File: src/rtl/call_stack_if.sv
// Subroutine stack bus: push/pop requests in,
// restored PC/flags and occupancy status out.
interface call_stack_if #(
    parameter int PC_WIDTH   = 9,
    parameter int FLAG_WIDTH = 4,
    parameter int DEPTH      = 8
);
    localparam int DW = $clog2(DEPTH) + 1;

    logic                  in_push_en;
    logic                  in_pop_en;
    logic [PC_WIDTH-1:0]   in_pc;
    logic [FLAG_WIDTH-1:0] in_flags;
    logic                  in_clear_err;
    logic [PC_WIDTH-1:0]   out_pc;
    logic [FLAG_WIDTH-1:0] out_flags;
    logic                  out_pop_valid;
    logic [DW-1:0]         out_depth;
    logic                  out_empty;
    logic                  out_full;
    logic                  out_overflow;
    logic                  out_underflow;

    modport master (
        output in_push_en, in_pop_en, in_pc,
        output in_flags, in_clear_err,
        input  out_pc, out_flags, out_pop_valid,
        input  out_depth, out_empty, out_full,
        input  out_overflow, out_underflow
    );

    modport slave (
        input  in_push_en, in_pop_en, in_pc,
        input  in_flags, in_clear_err,
        output out_pc, out_flags, out_pop_valid,
        output out_depth, out_empty, out_full,
        output out_overflow, out_underflow
    );
endinterface

File: src/rtl/call_stack.sv
// Parametrised return-address/flags stack with
// occupancy, saturating pointer and sticky errors.
module call_stack #(
    parameter int PC_WIDTH   = 9,
    parameter int FLAG_WIDTH = 4,
    parameter int DEPTH      = 8
) (
    input  logic       clk,
    input  logic       reset,
    call_stack_if.slave bus
);
    localparam int AW = $clog2(DEPTH);
    localparam int DW = AW + 1;
    localparam int EW = PC_WIDTH + FLAG_WIDTH;

    logic [EW-1:0]         mem_q [DEPTH];
    logic [DW-1:0]         depth_q, depth_d;
    logic [PC_WIDTH-1:0]   pc_q, pc_d;
    logic [FLAG_WIDTH-1:0] fl_q, fl_d;
    logic                  valid_q, valid_d;
    logic                  ovf_q, ovf_d;
    logic                  unf_q, unf_d;

    logic          push, pop, clr;
    logic          empty, full;
    logic          do_pop, do_wr;
    logic [DW-1:0] top_w;
    logic [AW-1:0] top_idx, wr_idx;

    assign push = bus.in_push_en;
    assign pop  = bus.in_pop_en;
    assign clr  = bus.in_clear_err;

    always_comb begin
        empty   = (depth_q == '0);
        full    = (depth_q == DW'(DEPTH));
        top_w   = depth_q - DW'(1);
        top_idx = top_w[AW-1:0];
        do_pop  = pop && !empty;
        // combined push+pop on a live stack replaces the top in place
        do_wr   = push && (do_pop || !full);
        wr_idx  = do_pop ? top_idx : depth_q[AW-1:0];

        depth_d = depth_q;
        if (do_wr && !do_pop)
            depth_d = depth_q + DW'(1);
        else if (do_pop && !push)
            depth_d = depth_q - DW'(1);

        pc_d = pc_q;
        fl_d = fl_q;
        if (do_pop)
            {pc_d, fl_d} = mem_q[top_idx];

        valid_d = do_pop;
        ovf_d = (ovf_q && !clr) || (push && !pop && full);
        unf_d = (unf_q && !clr) || (pop && !push && empty);
    end

    always_ff @(posedge clk) begin
        if (!reset && do_wr)
            mem_q[wr_idx] <= {bus.in_pc, bus.in_flags};
    end

    always_ff @(posedge clk) begin
        if (reset) begin
            depth_q <= '0;
            pc_q    <= '0;
            fl_q    <= '0;
            valid_q <= 1'b0;
            ovf_q   <= 1'b0;
            unf_q   <= 1'b0;
        end else begin
            depth_q <= depth_d;
            pc_q    <= pc_d;
            fl_q    <= fl_d;
            valid_q <= valid_d;
            ovf_q   <= ovf_d;
            unf_q   <= unf_d;
        end
    end

    assign bus.out_pc        = pc_q;
    assign bus.out_flags     = fl_q;
    assign bus.out_pop_valid = valid_q;
    assign bus.out_depth     = depth_q;
    assign bus.out_empty     = empty;
    assign bus.out_full      = full;
    assign bus.out_overflow  = ovf_q;
    assign bus.out_underflow = unf_q;
endmodule

File: src/flat_wrapper.sv
// flat-port wrapper written by rule: the top's interface ports become plain ports
module call_stack_flat 
#(
    parameter int PC_WIDTH   = 9,
    parameter int FLAG_WIDTH = 4,
    parameter int DEPTH      = 8
)
  (clk, reset, bus_in_push_en, bus_in_pop_en, bus_in_pc, bus_in_flags, bus_in_clear_err, bus_out_pc, bus_out_flags, bus_out_pop_valid, bus_out_depth, bus_out_empty, bus_out_full, bus_out_overflow, bus_out_underflow);
  call_stack_if #(.PC_WIDTH(PC_WIDTH), .FLAG_WIDTH(FLAG_WIDTH), .DEPTH(DEPTH)) bus_i ();
  input  logic clk;
  input  logic reset;
  input wire logic [$bits(bus_i.in_push_en)-1:0] bus_in_push_en;
  input wire logic [$bits(bus_i.in_pop_en)-1:0] bus_in_pop_en;
  input wire logic [$bits(bus_i.in_pc)-1:0] bus_in_pc;
  input wire logic [$bits(bus_i.in_flags)-1:0] bus_in_flags;
  input wire logic [$bits(bus_i.in_clear_err)-1:0] bus_in_clear_err;
  output wire logic [$bits(bus_i.out_pc)-1:0] bus_out_pc;
  output wire logic [$bits(bus_i.out_flags)-1:0] bus_out_flags;
  output wire logic [$bits(bus_i.out_pop_valid)-1:0] bus_out_pop_valid;
  output wire logic [$bits(bus_i.out_depth)-1:0] bus_out_depth;
  output wire logic [$bits(bus_i.out_empty)-1:0] bus_out_empty;
  output wire logic [$bits(bus_i.out_full)-1:0] bus_out_full;
  output wire logic [$bits(bus_i.out_overflow)-1:0] bus_out_overflow;
  output wire logic [$bits(bus_i.out_underflow)-1:0] bus_out_underflow;
  assign bus_i.in_push_en = bus_in_push_en;
  assign bus_i.in_pop_en = bus_in_pop_en;
  assign bus_i.in_pc = bus_in_pc;
  assign bus_i.in_flags = bus_in_flags;
  assign bus_i.in_clear_err = bus_in_clear_err;
  assign bus_out_pc = bus_i.out_pc;
  assign bus_out_flags = bus_i.out_flags;
  assign bus_out_pop_valid = bus_i.out_pop_valid;
  assign bus_out_depth = bus_i.out_depth;
  assign bus_out_empty = bus_i.out_empty;
  assign bus_out_full = bus_i.out_full;
  assign bus_out_overflow = bus_i.out_overflow;
  assign bus_out_underflow = bus_i.out_underflow;
  call_stack #(.PC_WIDTH(PC_WIDTH), .FLAG_WIDTH(FLAG_WIDTH), .DEPTH(DEPTH)) u_core (.clk(clk), .reset(reset), .bus(bus_i));
endmodule
File: config.mk
export PLATFORM = sky130hd
export DESIGN_NAME = call_stack_flat
export DESIGN_NICKNAME = d
export VERILOG_FILES = /design/src/rtl/call_stack_if.sv /design/src/rtl/call_stack.sv /design/src/flat_wrapper.sv
export SDC_FILE = /design/constraint.sdc
export NUM_CORES = 1
export LEC_CHECK = 0
export CORE_UTILIZATION = 50
export DETAILED_ROUTE_END_ITERATION = 10
export HOLD_SLACK_MARGIN = 0.03
export PLACE_DENSITY = 0.77
export SLEW_MARGIN = 20
export SYNTH_ARGS = -nofsm -noshare
export SYNTH_HDL_FRONTEND = slang
export SYNTH_SLANG_ARGS = --single-unit
File: constraint.sdc
create_clock -name clk -period 3.02 [get_ports clk]
set_clock_uncertainty 0.15 [all_clocks]
set_input_delay 0.604 -clock clk [delete_from_list [all_inputs] [get_ports clk]]
set_output_delay 0.604 -clock clk [all_outputs]
set_load 0.01 [all_outputs]
==> results of run 1 <==
cell usage after synthesis, drive strengths merged, types with 2 or more instances:
cell and n:
nor2b 21, a31oi 4, mux4 26, a21oi 11, nand2 3, nor3b 2
a221o 13, clkbuf 12, edfxtp 104, nor3 5, or3b 2, nand3 5
nor2 12, mux2 3, o21bai 2, buf 6, o21ai 5, ha 2
inv 6, nand2b 5, dfxtp 20, o22ai 2
per-stage QoR:
step                hold WS, ns  TNS (ns)  utilization
floorplan                 0.380     -7.77            -
global placement          0.319         0        0.593
detailed placement        0.324         0        0.593
CTS                       0.338         0        0.654
global route              0.364         0        0.654
finish                    0.330         0        0.654
metal layers:
layer  global-route usage  vias up  part of all wire
met5                    0        -                 0
met4                0.100        0             0.018
met3               0.0621       14             0.057
met2                0.323       96              0.50
met1                0.270     1344              0.42
li1                     -     1263                 -
what timing repair did:
item,4_1_cts,5_1_grt
pin swaps,0,0
hold endpoints to repair,0,0
cloned,0,0
resized for setup,2,2
setup endpoints to repair,1,1
cell families (layout without fill, tap and decap cells):
logic type	count (synthesis)	after routing
muxes	29	29
DFF	124	124
adders and majority gates	2	2
buffers and inverters	24	96
and+or+nand+nor	58	58
AOI/OAI and AO/OA	45	45
critical path, cell delays in order, from the launching register on:
cell	delay, ns
dfxtp_2	0.32
inv_2	0.08
ha_4	0.18
or3b_4	0.42
inv_2	0.11
clkdlybuf4s50_1	0.54
sequential cells by signal, indices dropped and copies added (netlist names):
name,cells
u_core.mem_q,104
u_core.bus.out_pc,9
u_core.bus.out_depth,4
u_core.bus.out_flags,4
u_core.bus.out_overflow,1
u_core.bus.out_pop_valid,1
u_core.bus.out_underflow,1
area by class of cell:
cell class / instances / area (um2) / area share
well taps: 129 / 161 / 0.0263
multi-input cells: 134 / 1330 / 0.216
repair buffers: 58 / 533 / 0.0869
clock buffers: 18 / 418 / 0.0682
flip-flops and latches: 124 / 3520 / 0.575
clock inverters: 14 / 146 / 0.0239
inverters: 6 / 22.5 / 0.00367
where the power goes:
part / switching, mW / internal, mW / total (mW)
Clock: 0.726 / 1.17 / 1.90
Combinational: 0.860 / 0.911 / 1.77
Sequential: 0.0833 / 2.06 / 2.14
path summary, 6_finish.rpt:
check	from	endpoint	slack, ns
setup / recovery	u_core.bus.out_depth[0]$_SDFFE_PP0P_	bus_out_empty	0.12
hold / removal	u_core.bus.out_pc[6]$_SDFFE_PP0N_	u_core.bus.out_pc[6]$_SDFFE_PP0N_	0.33
hold reg to reg	u_core.bus.out_pc[6]$_SDFFE_PP0N_	u_core.bus.out_pc[6]$_SDFFE_PP0N_	0.33
setup reg to reg	u_core.bus.out_depth[0]$_SDFFE_PP0P_	u_core.mem_q[0][5]$_DFFE_PP_	0.60
==> summary.md, run 1 <==
| Metric | Value |
|---|---|
| First-pass GRT wire length | `approximately 15000 um` |
| Post-Synth Adder-Cell Area | `0.00508` |
| Proportion of synthesized area in mux cells | `0.126` |
| Die area | `10200 um2` |
| Worst setup margin | `about 0.12 ns` |
| Syn Inst Count | `about 280` |
| # IOs | `40` |
| Total power | `~5.8 mW` |
| Post-DP HPWL | `around 5700 um` |
| VDD IR max | `between 0.8 and 0.9 mV` |
| Top cell type's share of synthesized area | `0.634` |
| Hold Path Class | `reg -> reg` |
| Placed cells | `451` |
| Slew HR | `0.608` |
| Worst EP required | `2.27 ns` |
| Largest net degree at the start of global routing | `33` |
| Final std cells w/o fill | `about 480` |
| Number of H-tree levels | `4` |
| CP Class | `reg -> out` |
| Clock slew at reported path FFs | `0.06 ns` |
| Fmax | `344 MHz` |
| Total iterations of the first detailed-routing run | `4` |
| Synth Area in Compound Gates | `0.0673` |
| DR vias | `around 2700` |
| Commonest non-fill, non-tap cell in the layout | `edfxtp_1` |
| Post-synthesis average cell area | `approximately 17 um2` |
| Worst setup EP type | `primary output` |
| Congestion Overflow GR | `0` |
| Hold path depth | `1` |
| Ys Warns | `0` |
| RSZ-0062 raised after global routing | `no` |
| P_leak | `~2.0 nW` |
| CTS tree | `built` |
| Post-synthesis sequential area ratio | `0.716` |
| Via-per-instance ratio | `approximately 5.6` |
| Share of layout cells above drive strength 1 | `0.251` |
| Largest family of logic cells by synthesized area | `multiplexers` |
| Most frequent cells in the layout | `edfxtp_1 (104), clkdlybuf4s50_1 (39), mux4_2 (26)` |
| CTS max path bufs | `2` |
| Syn Nets | `~300` |
| Initial Util | `0.525` |
| Simple-gate share of the synthesized area | `0.0666` |
| Root Buffer | `clkbuf_8` |
| Tightest Pin Transition | `0.588 ns` |
| Drc violations | `0` |
| Port Buffers | `39` |
| Post-route ant nets | `0` |
| Post-DP Area | `approximately 5600 um2` |
| Core area | `between 9000 and 10000 um2` |
| Run status | `completed` |
| Final hold vios | `0` |
| Final net count | `~360` |
| Clk_lat worst skew | `0.51 ns` |
| Chip height | `101 um` |
| Fin crit period | `between 2 and 3 ns` |
| DR iter-0 viols | `277` |
| Synth cell types | `38` |
| Cell area after synthesis | `between 4000 and 5000 um2` |
| Initial antenna violation count | `0` |
| Worst-case reg-to-reg path depth | `8` |
| Area grow syn2layout | `24.5%` |
| ANT cells | `0` |
| Max-Cap Viols | `0` |
| Seq cells post-synth | `~120` |
| CTS Hold Buffers Added | `0` |
| CP arrival | `roughly 2.2 ns` |
| Final period utilization | `0.961` |
| Post-CTS setup buffers | `0` |
| Cell Pwr Density | `about 950 nW/um2` |
| Chip width | `between 100 and 150 um` |
| Pins Over Slew Limit | `0` |
| Vias in the first global route | `approximately 2700` |
| Setup slack at placement | `0.237 ns` |
| Per-cell routed wire length | `19.6 um` |
| Area contributors post-synth | `edfxtp_1 (63%), mux4_2 (12%), dfxtp_1 (8.1%), nor2b_1 (2.7%), a221o_1 (2.6%)` |
| Main synth FF type | `edfxtp_1` |
| Count of clock tree sinks | `between 100 and 150` |
| Final WL | `approximately 9500 um` |
| Critical path launch point type | `register` |
| EDFF count, synth | `between 100 and 150` |
| Total track usage | `0.208` |
| Async set-reset flop share out of synthesis | `0` |
| CP max FO | `7` |
| Finish-stage setup viols | `0` |
| Cell accounting for the most synthesized area | `edfxtp_1` |
| Post-route cell area | `6130 um2` |
| Num CTS Buffers | `17` |
| Synth Area in XOR/XNOR | `0` |
| Placer Congestion | `approximately 0.89` |
| # rows | `35` |
| Fillers | `around 650` |
(Power assumes the default switching activity.)
==> inputs of run 2 (changes only) <==
Settings changed: CORE_UTILIZATION 50 to 35, PLACE_DENSITY 0.77 to 0.59.
==> run 2 against run 1 <==
  * Core utilization is 19 points lower
  * Sequential share of layout area is 1.0 points lower
  * Global-route usage is 5.4 points lower
  * First-iteration DRC count is 12% lower
  * Hold slack better by 0.0044 ns
  * Via count hardly changed
  * Critical path depth stayed put
  * Routed wire length is 4.5% higher
  * Total power is 1.8% higher
  * Final cell count is 10% higher
  * Critical path type unchanged
==> summary.md, run 2 (synthesized netlist as in run 1, its figures left out) <==
| Metric | Value |
|---|---|
| Run status | `completed` |
| Finish-stage setup viols | `0` |
| Fmax | `342 MHz` |
| Port Buffers | `39` |
| Sequential cell fraction of total power | `0.360` |
| Total power | `roughly 5.9 mW` |
| Hold path depth | `1` |
| Clk_lat worst skew | `around 0.42 ns` |
| # IOs | `40` |
| Hold_sp | `u_core.bus.out_flags[3]$_SDFFE_PP0N_` |
| First-pass GRT wire length | `16000 um` |
| Final Util | `0.462` |
| Tightest Pin Transition | `about 0.61 ns` |
| CP Class | `reg -> out` |
| Final WL | `between 9000 and 10000 um` |
| # rows | `42` |
| Number of H-tree levels | `4` |
| Met3 Usage GRT | `0.0443` |
| Total track usage | `0.153` |
| Post-CTS setup buffers | `0` |
| M2 GR Usage | `0.251` |
| Switching share of total power | `0.276` |
| ANT cells | `0` |
| Final net count | `around 360` |
| Sw Pwr | `around 1.6 mW` |
| CP arrival | `around 2.2 ns` |
| Per-cell routed wire length | `roughly 19 um` |
| DR iter-0 viols | `245` |
| Cell Pwr Density | `between 900 and 1000 nW/um2` |
| Final std cells w/o fill | `around 530` |
| Crit-path max cell delay | `around 0.54 ns` |
| VDD IR max | `just over 0.5 mV` |
| Drc violations | `0` |
| Setup slack at placement | `slightly below 0.2 ns` |
| GR met1 Demand/Resource | `0.188` |
| Final period utilization | `0.967` |
| Cell-internal power | `between 4 and 5 mW` |
| CTS max path bufs | `2` |
| Total iterations of the first detailed-routing run | `4` |
| Worst-case reg-to-reg path depth | `8` |
| Chip height | `between 100 and 150 um` |
| Commonest non-fill, non-tap cell in the layout | `edfxtp_1` |
| Max-Cap Viols | `0` |
| Area grow syn2layout | `26.8%` |
| CTS tree | `built` |
| Slew HR | `0.594` |
| CP max FO | `7` |
| Die area | `~15000 um2` |
| Fin crit period | `a little under 3 ns` |
| Worst setup EP type | `primary output` |
| Via-per-instance ratio | `5.10` |
| Worst hold endpoint | `u_core.bus.out_flags[3]$_SDFFE_PP0N_` |
| Final hold vios | `0` |
| Initial Util | `0.365` |
| Clock slew at reported path FFs | `0.05 ns` |
| RSZ-0062 raised after global routing | `no` |
| Clock power frac | `0.340` |
| Share of layout cells above drive strength 1 | `0.255` |
| Grt peak-use layer | `met2` |
| Core area | `13500 um2` |
| Post-DP HPWL | `6170 um` |
| Crit path cell chain | `inv_1, ha_2, or3b_4, inv_2, clkdlybuf4s50_1` |
| Number of flip-flops under the largest register name | `104` |
| Root Buffer | `clkbuf_16` |
| Initial antenna violation count | `0` |
| Vias in the first global route | `2879` |
| Count of clock tree sinks | `about 120` |
| Highest-delay cell along the critical path | `clkdlybuf4s50_1` |
| DR vias | `between 2000 and 3000` |
| Chip width | `121 um` |
| Post-route ant nets | `0` |
| Largest Register | `u_core.mem_q` |
| Placed cells | `501` |
| Placer Congestion | `roughly 0.76` |
| Congestion Overflow GR | `0` |
| Register cell area after layout | `around 3500 um2` |
| Combinational power share | `0.300` |
| Area of the multi-input gates | `around 1300 um2` |
| Worst EP required | `2.27 ns` |
| RR Endpoint | `u_core.mem_q[0][6]$_DFFE_PP_` |
| Critical path launch point type | `register` |
| Num CTS Buffers | `17` |
| R2R setup slack | `between 0.4 and 0.5 ns` |
| Setup TNS | `0 ns` |
| Largest net degree at the start of global routing | `33` |
| Most frequent cells in the layout | `edfxtp_1 (104), clkdlybuf4s50_1 (39), mux4_2 (26)` |
| P_leak | `just over 2 nW` |
| Worst setup margin | `about 0.1 ns` |
| Hold Path Class | `reg -> reg` |
| Pins Over Slew Limit | `0` |
| Fillers | `about 1200` |
| RR Startpoint | `u_core.bus.out_depth[1]$_SDFFE_PP0P_` |
==> run 2: layer usage <==
| metal | vias to the layer above | routed length (um) |
|---|---|---|
| met1 | 1384 | 4340 |
| met5 | - | 0 |
| li1 | 1263 | - |
| met4 | 0 | 172 |
| met2 | 55 | 5000 |
| met3 | 16 | 384 |
==> run 2: stage by stage <==
step / instance area, um2 / hold slack, ns
3_3_place_gp: 5650 / 0.317
5_1_grt: 6240 / 0.362
4_1_cts: 6240 / 0.338
6_report: 6240 / 0.334
2_1_floorplan: 4930 / 0.380
3_5_place_dp: 5650 / 0.325
==> run 2: power groups by stage <==
stage	clock network, mW	logic [mW]	registers [mW]
after global placement	0	1.80	2.16
after global routing	2.12	1.93	2.15
final	2.01	1.78	2.13
after CTS	2.05	1.80	2.13
after floorplan	0	1.13	2.20
after detailed placement	0	1.79	2.17
==> run 2: worst max-delay path by stage <==
stage / from / end / slack [ns]
after detailed placement: bus_in_pop_en / u_core.mem_q[0][6]$_DFFE_PP_ / 0.20
after CTS: u_core.bus.out_depth[1]$_SDFFE_PP0P_ / bus_out_empty / 0.05
after global placement: bus_in_pop_en / u_core.mem_q[0][5]$_DFFE_PP_ / 0.26
after floorplan: u_core.bus.out_depth[0]$_SDFFE_PP0P_ / u_core.mem_q[0][0]$_DFFE_PP_ / -0.15
after global routing: u_core.bus.out_depth[1]$_SDFFE_PP0P_ / bus_out_empty / 0.01
final: u_core.bus.out_depth[1]$_SDFFE_PP0P_ / bus_out_empty / 0.10
==> run 2: layout make-up <==
cell class | instances | area share
flip-flops and latches | 124 | 0.565
clock buffers | 19 | 0.0709
clock inverters | 13 | 0.0240
well taps | 176 | 0.0353
repair buffers | 61 | 0.0910
inverters | 6 | 0.00361
multi-input cells | 134 | 0.211
==> run 2: worst max-delay path: cells and delay by family, from the launching register on <==
kind | cells | cell delay, ns
adders and majority gates | 1 | 0.25
buffers and inverters | 3 | 0.76
DFF | 1 | 0.32
and+or+nand+nor | 1 | 0.43
==> run 2: timing repair <==
action	CTS	global route
resized for setup	0	1
hold buffers	0	0
endpoints found under the setup margin	0	1
==> inputs of run 3 (changes only) <==
Settings changed: ABC_CLOCK_PERIOD_IN_PS set to 3020, CORE_MARGIN set to 4.
==> run 3 against run 2 <==
  * Fmax rose by 1.4%
  * Worst setup slack improved by 0.040 ns
  * Die area rose by 10%
  * First-iteration DRC count grew 2.0%
  * Register-to-register slack is essentially flat
  * Core utilization is 1.1 points lower
  * Routed wire length up 3.6%
  * Sequential share of layout area barely moved
  * Count of clock-buffer cells in the layout down 2
==> summary.md, run 3 (synthesized netlist as in run 1, its figures left out) <==
| Metric | Value |
|---|---|
| Hold Path Class | `reg -> reg` |
| Final net count | `roughly 370` |
| RSZ-0062 raised after global routing | `no` |
| # IOs | `40` |
| Drc violations | `0` |
| Placer Congestion | `between 0.8 and 0.9` |
| Area grow syn2layout | `26.8%` |
| Initial antenna violation count | `0` |
| Root Buffer | `clkbuf_16` |
| Fillers | `1153` |
| ANT cells | `0` |
| Run status | `completed` |
| # resized after CTS | `0` |
| Largest net degree at the start of global routing | `33` |
| CTS Hold Buffers Added | `0` |
| Clock slew at reported path FFs | `0.06 ns` |
| Port Buffers | `39` |
| Die area | `roughly 16000 um2` |
| Total power | `5.90 mW` |
| Commonest non-fill, non-tap cell in the layout | `edfxtp_1` |
| Pins Over Slew Limit | `0` |
| CTS tree | `built` |
| Tightest Pin Transition | `between 0.9 and 1 ns` |
| Post-route cell area | `roughly 6200 um2` |
| Max-Cap Viols | `0` |
| Post-DP Area | `between 5000 and 6000 um2` |
| Total track usage | `0.134` |
| Count of clock tree sinks | `124` |
| First-pass GRT wire length | `around 16000 um` |
| Clk_lat worst skew | `0.41 ns` |
| CP Class | `reg -> out` |
| Share of layout cells above drive strength 1 | `0.260` |
| Largest Register | `u_core.mem_q` |
| Final hold vios | `0` |
| Worst setup margin | `between 0.1 and 0.15 ns` |
| VDD IR max | `0.442 mV` |
| Post-DP HPWL | `approximately 6600 um` |
| Critical path launch point type | `register` |
| Core area | `roughly 14000 um2` |
| DR vias | `2811` |
| Final period utilization | `0.953` |
| Final WL | `just over 10000 um` |
| Setup slack at placement | `0.216 ns` |
| Number of H-tree levels | `4` |
| Finish-stage setup viols | `0` |
| P_leak | `2.04 nW` |
| CTS max path bufs | `2` |
| Via-per-instance ratio | `~5.2` |
| CP arrival | `2.13 ns` |
| Slew HR | `0.384` |
| Num CTS Buffers | `17` |
| Worst setup EP type | `primary output` |
| DR iter-0 viols | `250` |
| Number of flip-flops under the largest register name | `between 100 and 150` |
| Initial Util | `0.356` |
| WHS | `around 0.33 ns` |
| Setup TNS | `0 ns` |
| # rows | `43` |
| Vias in the first global route | `2872` |
| Post-CTS setup buffers | `0` |
| Congestion Overflow GR | `0` |
| Fmax | `roughly 350 MHz` |
| Most frequent cells in the layout | `edfxtp_1 (104), clkdlybuf4s50_1 (39), mux4_2 (26)` |
| Cell Pwr Density | `around 950 nW/um2` |
| Chip width | `127 um` |
| Fin crit period | `~2.9 ns` |
| Post-route ant nets | `0` |
| Chip height | `roughly 130 um` |
| CP max FO | `4` |
| Worst EP required | `2.27 ns` |
| Per-cell routed wire length | `about 19 um` |
| Total iterations of the first detailed-routing run | `5` |
-- run 3: worst paths after layout --
path                                            end  depth (start not counted)  slack, ns                                  from
setup / recovery                      bus_out_empty                          5       0.14  u_core.bus.out_depth[1]$_SDFFE_PP0P_
hold reg to reg   u_core.bus.out_pc[5]$_SDFFE_PP0N_                          1       0.33     u_core.bus.out_pc[5]$_SDFFE_PP0N_
hold / removal    u_core.bus.out_pc[5]$_SDFFE_PP0N_                          1       0.33     u_core.bus.out_pc[5]$_SDFFE_PP0N_
setup reg to reg      u_core.mem_q[2][11]$_DFFE_PP_                          8       0.48  u_core.bus.out_depth[1]$_SDFFE_PP0P_
-- run 3: area by class of cell --
| cell class | instances | area [um2] | share of cell area |
|---|---|---|---|
| repair buffers | 62 | 563 | 0.0902 |
| multi-input cells | 134 | 1310 | 0.210 |
| clock inverters | 15 | 169 | 0.0271 |
| inverters | 6 | 22.5 | 0.00361 |
| well taps | 180 | 225 | 0.0361 |
| flip-flops and latches | 124 | 3520 | 0.565 |
| clock buffers | 17 | 425 | 0.0681 |
-- run 3: worst max-delay path: stages, from the launching register on --
cell and delay (ns):
dfxtp_1 0.31, inv_1 0.11, ha_1 0.20, or3b_4 0.43
inv_2 0.11, clkdlybuf4s50_1 0.55
-- run 3: metal layers --
metal,routed length (um),GRT usage,up-vias,share of wire
met5,0,0,-,0
met4,215,0.0625,0,0.021
met3,646,0.0379,17,0.063
met2,4990,0.208,96,0.49
met1,4410,0.176,1435,0.43
li1,-,-,1263,-
-- run 3: through the flow --
step                 util  std cells
finish              0.451        538
global route        0.451        538
CTS                 0.451        538
detailed placement  0.408        506
global placement    0.408        506
floorplan               -        282
-- run 3: report_power, final --
group          internal [mW]  switching (mW)
Combinational          0.882           0.883
Sequential              2.06          0.0801
Clock                   1.23           0.772
Total                   4.17            1.73
==> RTL edit: new RTL, config.mk and constraints of run 1 <==
`DEPTH` is set to 8 in 3 places; all go to 16.
--- a/src/rtl/call_stack_if.sv
+++ b/src/rtl/call_stack_if.sv
@@ -3,7 +3,7 @@
 interface call_stack_if #(
     parameter int PC_WIDTH   = 9,
     parameter int FLAG_WIDTH = 4,
-    parameter int DEPTH      = 8
+    parameter int DEPTH      = 16
 );
     localparam int DW = $clog2(DEPTH) + 1;
 
--- a/src/rtl/call_stack.sv
+++ b/src/rtl/call_stack.sv
@@ -3,7 +3,7 @@
 module call_stack #(
     parameter int PC_WIDTH   = 9,
     parameter int FLAG_WIDTH = 4,
-    parameter int DEPTH      = 8
+    parameter int DEPTH      = 16
 ) (
     input  logic       clk,
     input  logic       reset,
--- a/src/flat_wrapper.sv
+++ b/src/flat_wrapper.sv
@@ -3,7 +3,7 @@
 #(
     parameter int PC_WIDTH   = 9,
     parameter int FLAG_WIDTH = 4,
-    parameter int DEPTH      = 8
+    parameter int DEPTH      = 16
 )
   (clk, reset, bus_in_push_en, bus_in_pop_en, bus_in_pc, bus_in_flags, bus_in_clear_err, bus_out_pc, bus_out_flags, bus_out_pop_valid, bus_out_depth, bus_out_empty, bus_out_full, bus_out_overflow, bus_out_underflow);
   call_stack_if #(.PC_WIDTH(PC_WIDTH), .FLAG_WIDTH(FLAG_WIDTH), .DEPTH(DEPTH)) bus_i ();
Interface: changed (resized bus_out_depth); port bits go from 40 to 41. The function was not compared with the original's and may differ.
==> RTL edit against run 1 <==
Via count rose by 81%. Routed wire length up 100%. Worst setup slack better by 210 ps. Utilization down 5.6 points. Highest routed layer unchanged. Power grew 73%. Sequential cell count rose by 105. Hold slack better by 2.1 ps. Critical path type is now flip-flop to flip-flop. Design area up 75%. Synthesized area grew 86%.
==> RTL edit: results (changes against run 1) <==
status=finished clean; fraction of registers with async set/reset=0 (unchanged); most frequent cell after synthesis=edfxtp_1; Top reg by flops=u_core.mem_q; I/O Buffers=40 (+2.6%); Reg clk slew, reported paths=60 ps (about the same); vias in the first global route=4868 (+80%); max reg flops=208 (+100%); Critical Path Fanout Max=7 (unchanged); dpl ws=243 ps (+6.45 ps); WL/cell=23.9 um (+22%); Initial DRT Pass Iterations=4 (unchanged); All-Layer GR Usage=0.215 (+0.00743); Root Driver=clkbuf_16; layout cells sized above 1=0.247 (-0.00484); GPL Wtd Cong=0.864 (-2.6%); part of the Yosys area used for sequential elements=0.729 (+0.0131); Worst EP arrival=2750 ps (+600 ps); first-pass GRT wire length=29100 um (+95%); CP max stage cell=or3b_4; Slew HR=0.478 (-0.130); clock latency on the worst-skew pair=510 ps (about the same); Worst IR Drop VDD=1260 uV (+46%); H-tree levels=1 (-3); Syn Nets=515 (+71%); top cells by area, synth=edfxtp_1 (68%), mux4_2 (13%), dfxtp_1 (4.6%); Netlist cell types=46 (+21%); Ys Warns=0 (unchanged); via count=4917 (+81%); Num CTS Buffers=23 (+6); EDFF count, synth=208 (+100%); Leak=3.38 nW (+69%); CP peak stage delay=410 ps (-130 ps); list of most frequent post-synthesis cells=edfxtp_1 (208), mux4_2 (52), nor2_1 (36); largest net degree at the start of global routing=66 (+100%); Min-Delay Path Class=flip-flop to flip-flop; DRT iter0 DRCs=473 (+71%); worst-case clock buffer depth=3 (+1); Post-DP HPWL=12000 um (+110%); Layout Nets=587 (+63%); # diodes=0 (unchanged); antenna violations before repair=0 (unchanged)
[RTL edit: final cells by class]
cell class / count / area, sq um
Clock buffer: 32 / 619
Multi-Input combinational cell: 231 / 2300
Timing Repair Buffer: 78 / 741
Sequential cell: 229 / 6670
Fill cell: 1224 / 7220
Clock inverter: 10 / 113
Inverter: 4 / 15.0
Tap cell: 229 / 287
[RTL edit: critical path, delay by kind of cell (launching register included)]
family / cells / cell delay [ps]
AOI/OAI and AO/OA: 1 / 220
xor gates and xnor gates: 1 / 220
adders and majority gates: 1 / 190
buffers and inverters: 3 / 490
DFF: 1 / 360
and+or+nand+nor: 3 / 770
[RTL edit: metal layers]
layer  track usage  vias up  wire length (um)
li1              -     2132                 -
met1         0.302     2533              8060
met2         0.342      212              9500
met3        0.0350       40              1330
met4        0.0775        0               516
met5             0        -                 0
[RTL edit: final timing paths]
check / cells past startpoint / end / from / slack, ps
worst max-delay path: 9 / u_core.mem_q[1][12] / u_core.bus.out_depth[0] / 330
worst min-delay path: 2 / u_core.bus.out_underflow / u_core.bus.out_underflow / 330
worst max register to register: 9 / u_core.mem_q[1][12] / u_core.bus.out_depth[0] / 330
worst min register to register: 2 / u_core.bus.out_underflow / u_core.bus.out_underflow / 330
[RTL edit: per-stage QoR]
stage	cell area (sq um)	hold slack, ps	instances
floorplan	9150	343	495
global placement	9990	315	769
detailed placement	9990	325	769
CTS	10700	336	813
global route	10700	353	813
finish	10700	332	813
[RTL edit: kinds of logic (layout without fill, tap and decap cells)]
| logic type | after synthesis | in the layout | synth area share |
|---|---|---|---|
| buffers and inverters | 35 | 124 | 0.0213 |
| multiplexers | 52 | 52 | 0.128 |
| flip-flops | 229 | 229 | 0.729 |
| AO/OA/AOI/OAI | 72 | 72 | 0.0554 |
| adder cells (fa/ha/maj) | 2 | 2 | 0.00274 |
| AND/OR/NAND/NOR | 100 | 100 | 0.0581 |
| XOR/XNOR | 5 | 5 | 0.00561 |
[RTL edit: what timing repair did]
| action | CTS | global route |
|---|---|---|
| resized for setup | 4 | 2 |
| setup buffers | 2 | 0 |
| gates cloned | 0 | 0 |
| setup endpoints to repair | 2 | 2 |
[RTL edit: power breakdown]
part | leakage (nW) | internal (mW) | switching, mW
clock network | 0.361 | 1.61 | 1.13
registers | 2.05 | 3.70 | 0.0915
logic | 0.972 | 1.60 | 1.91
total | 3.38 | 6.91 | 3.14
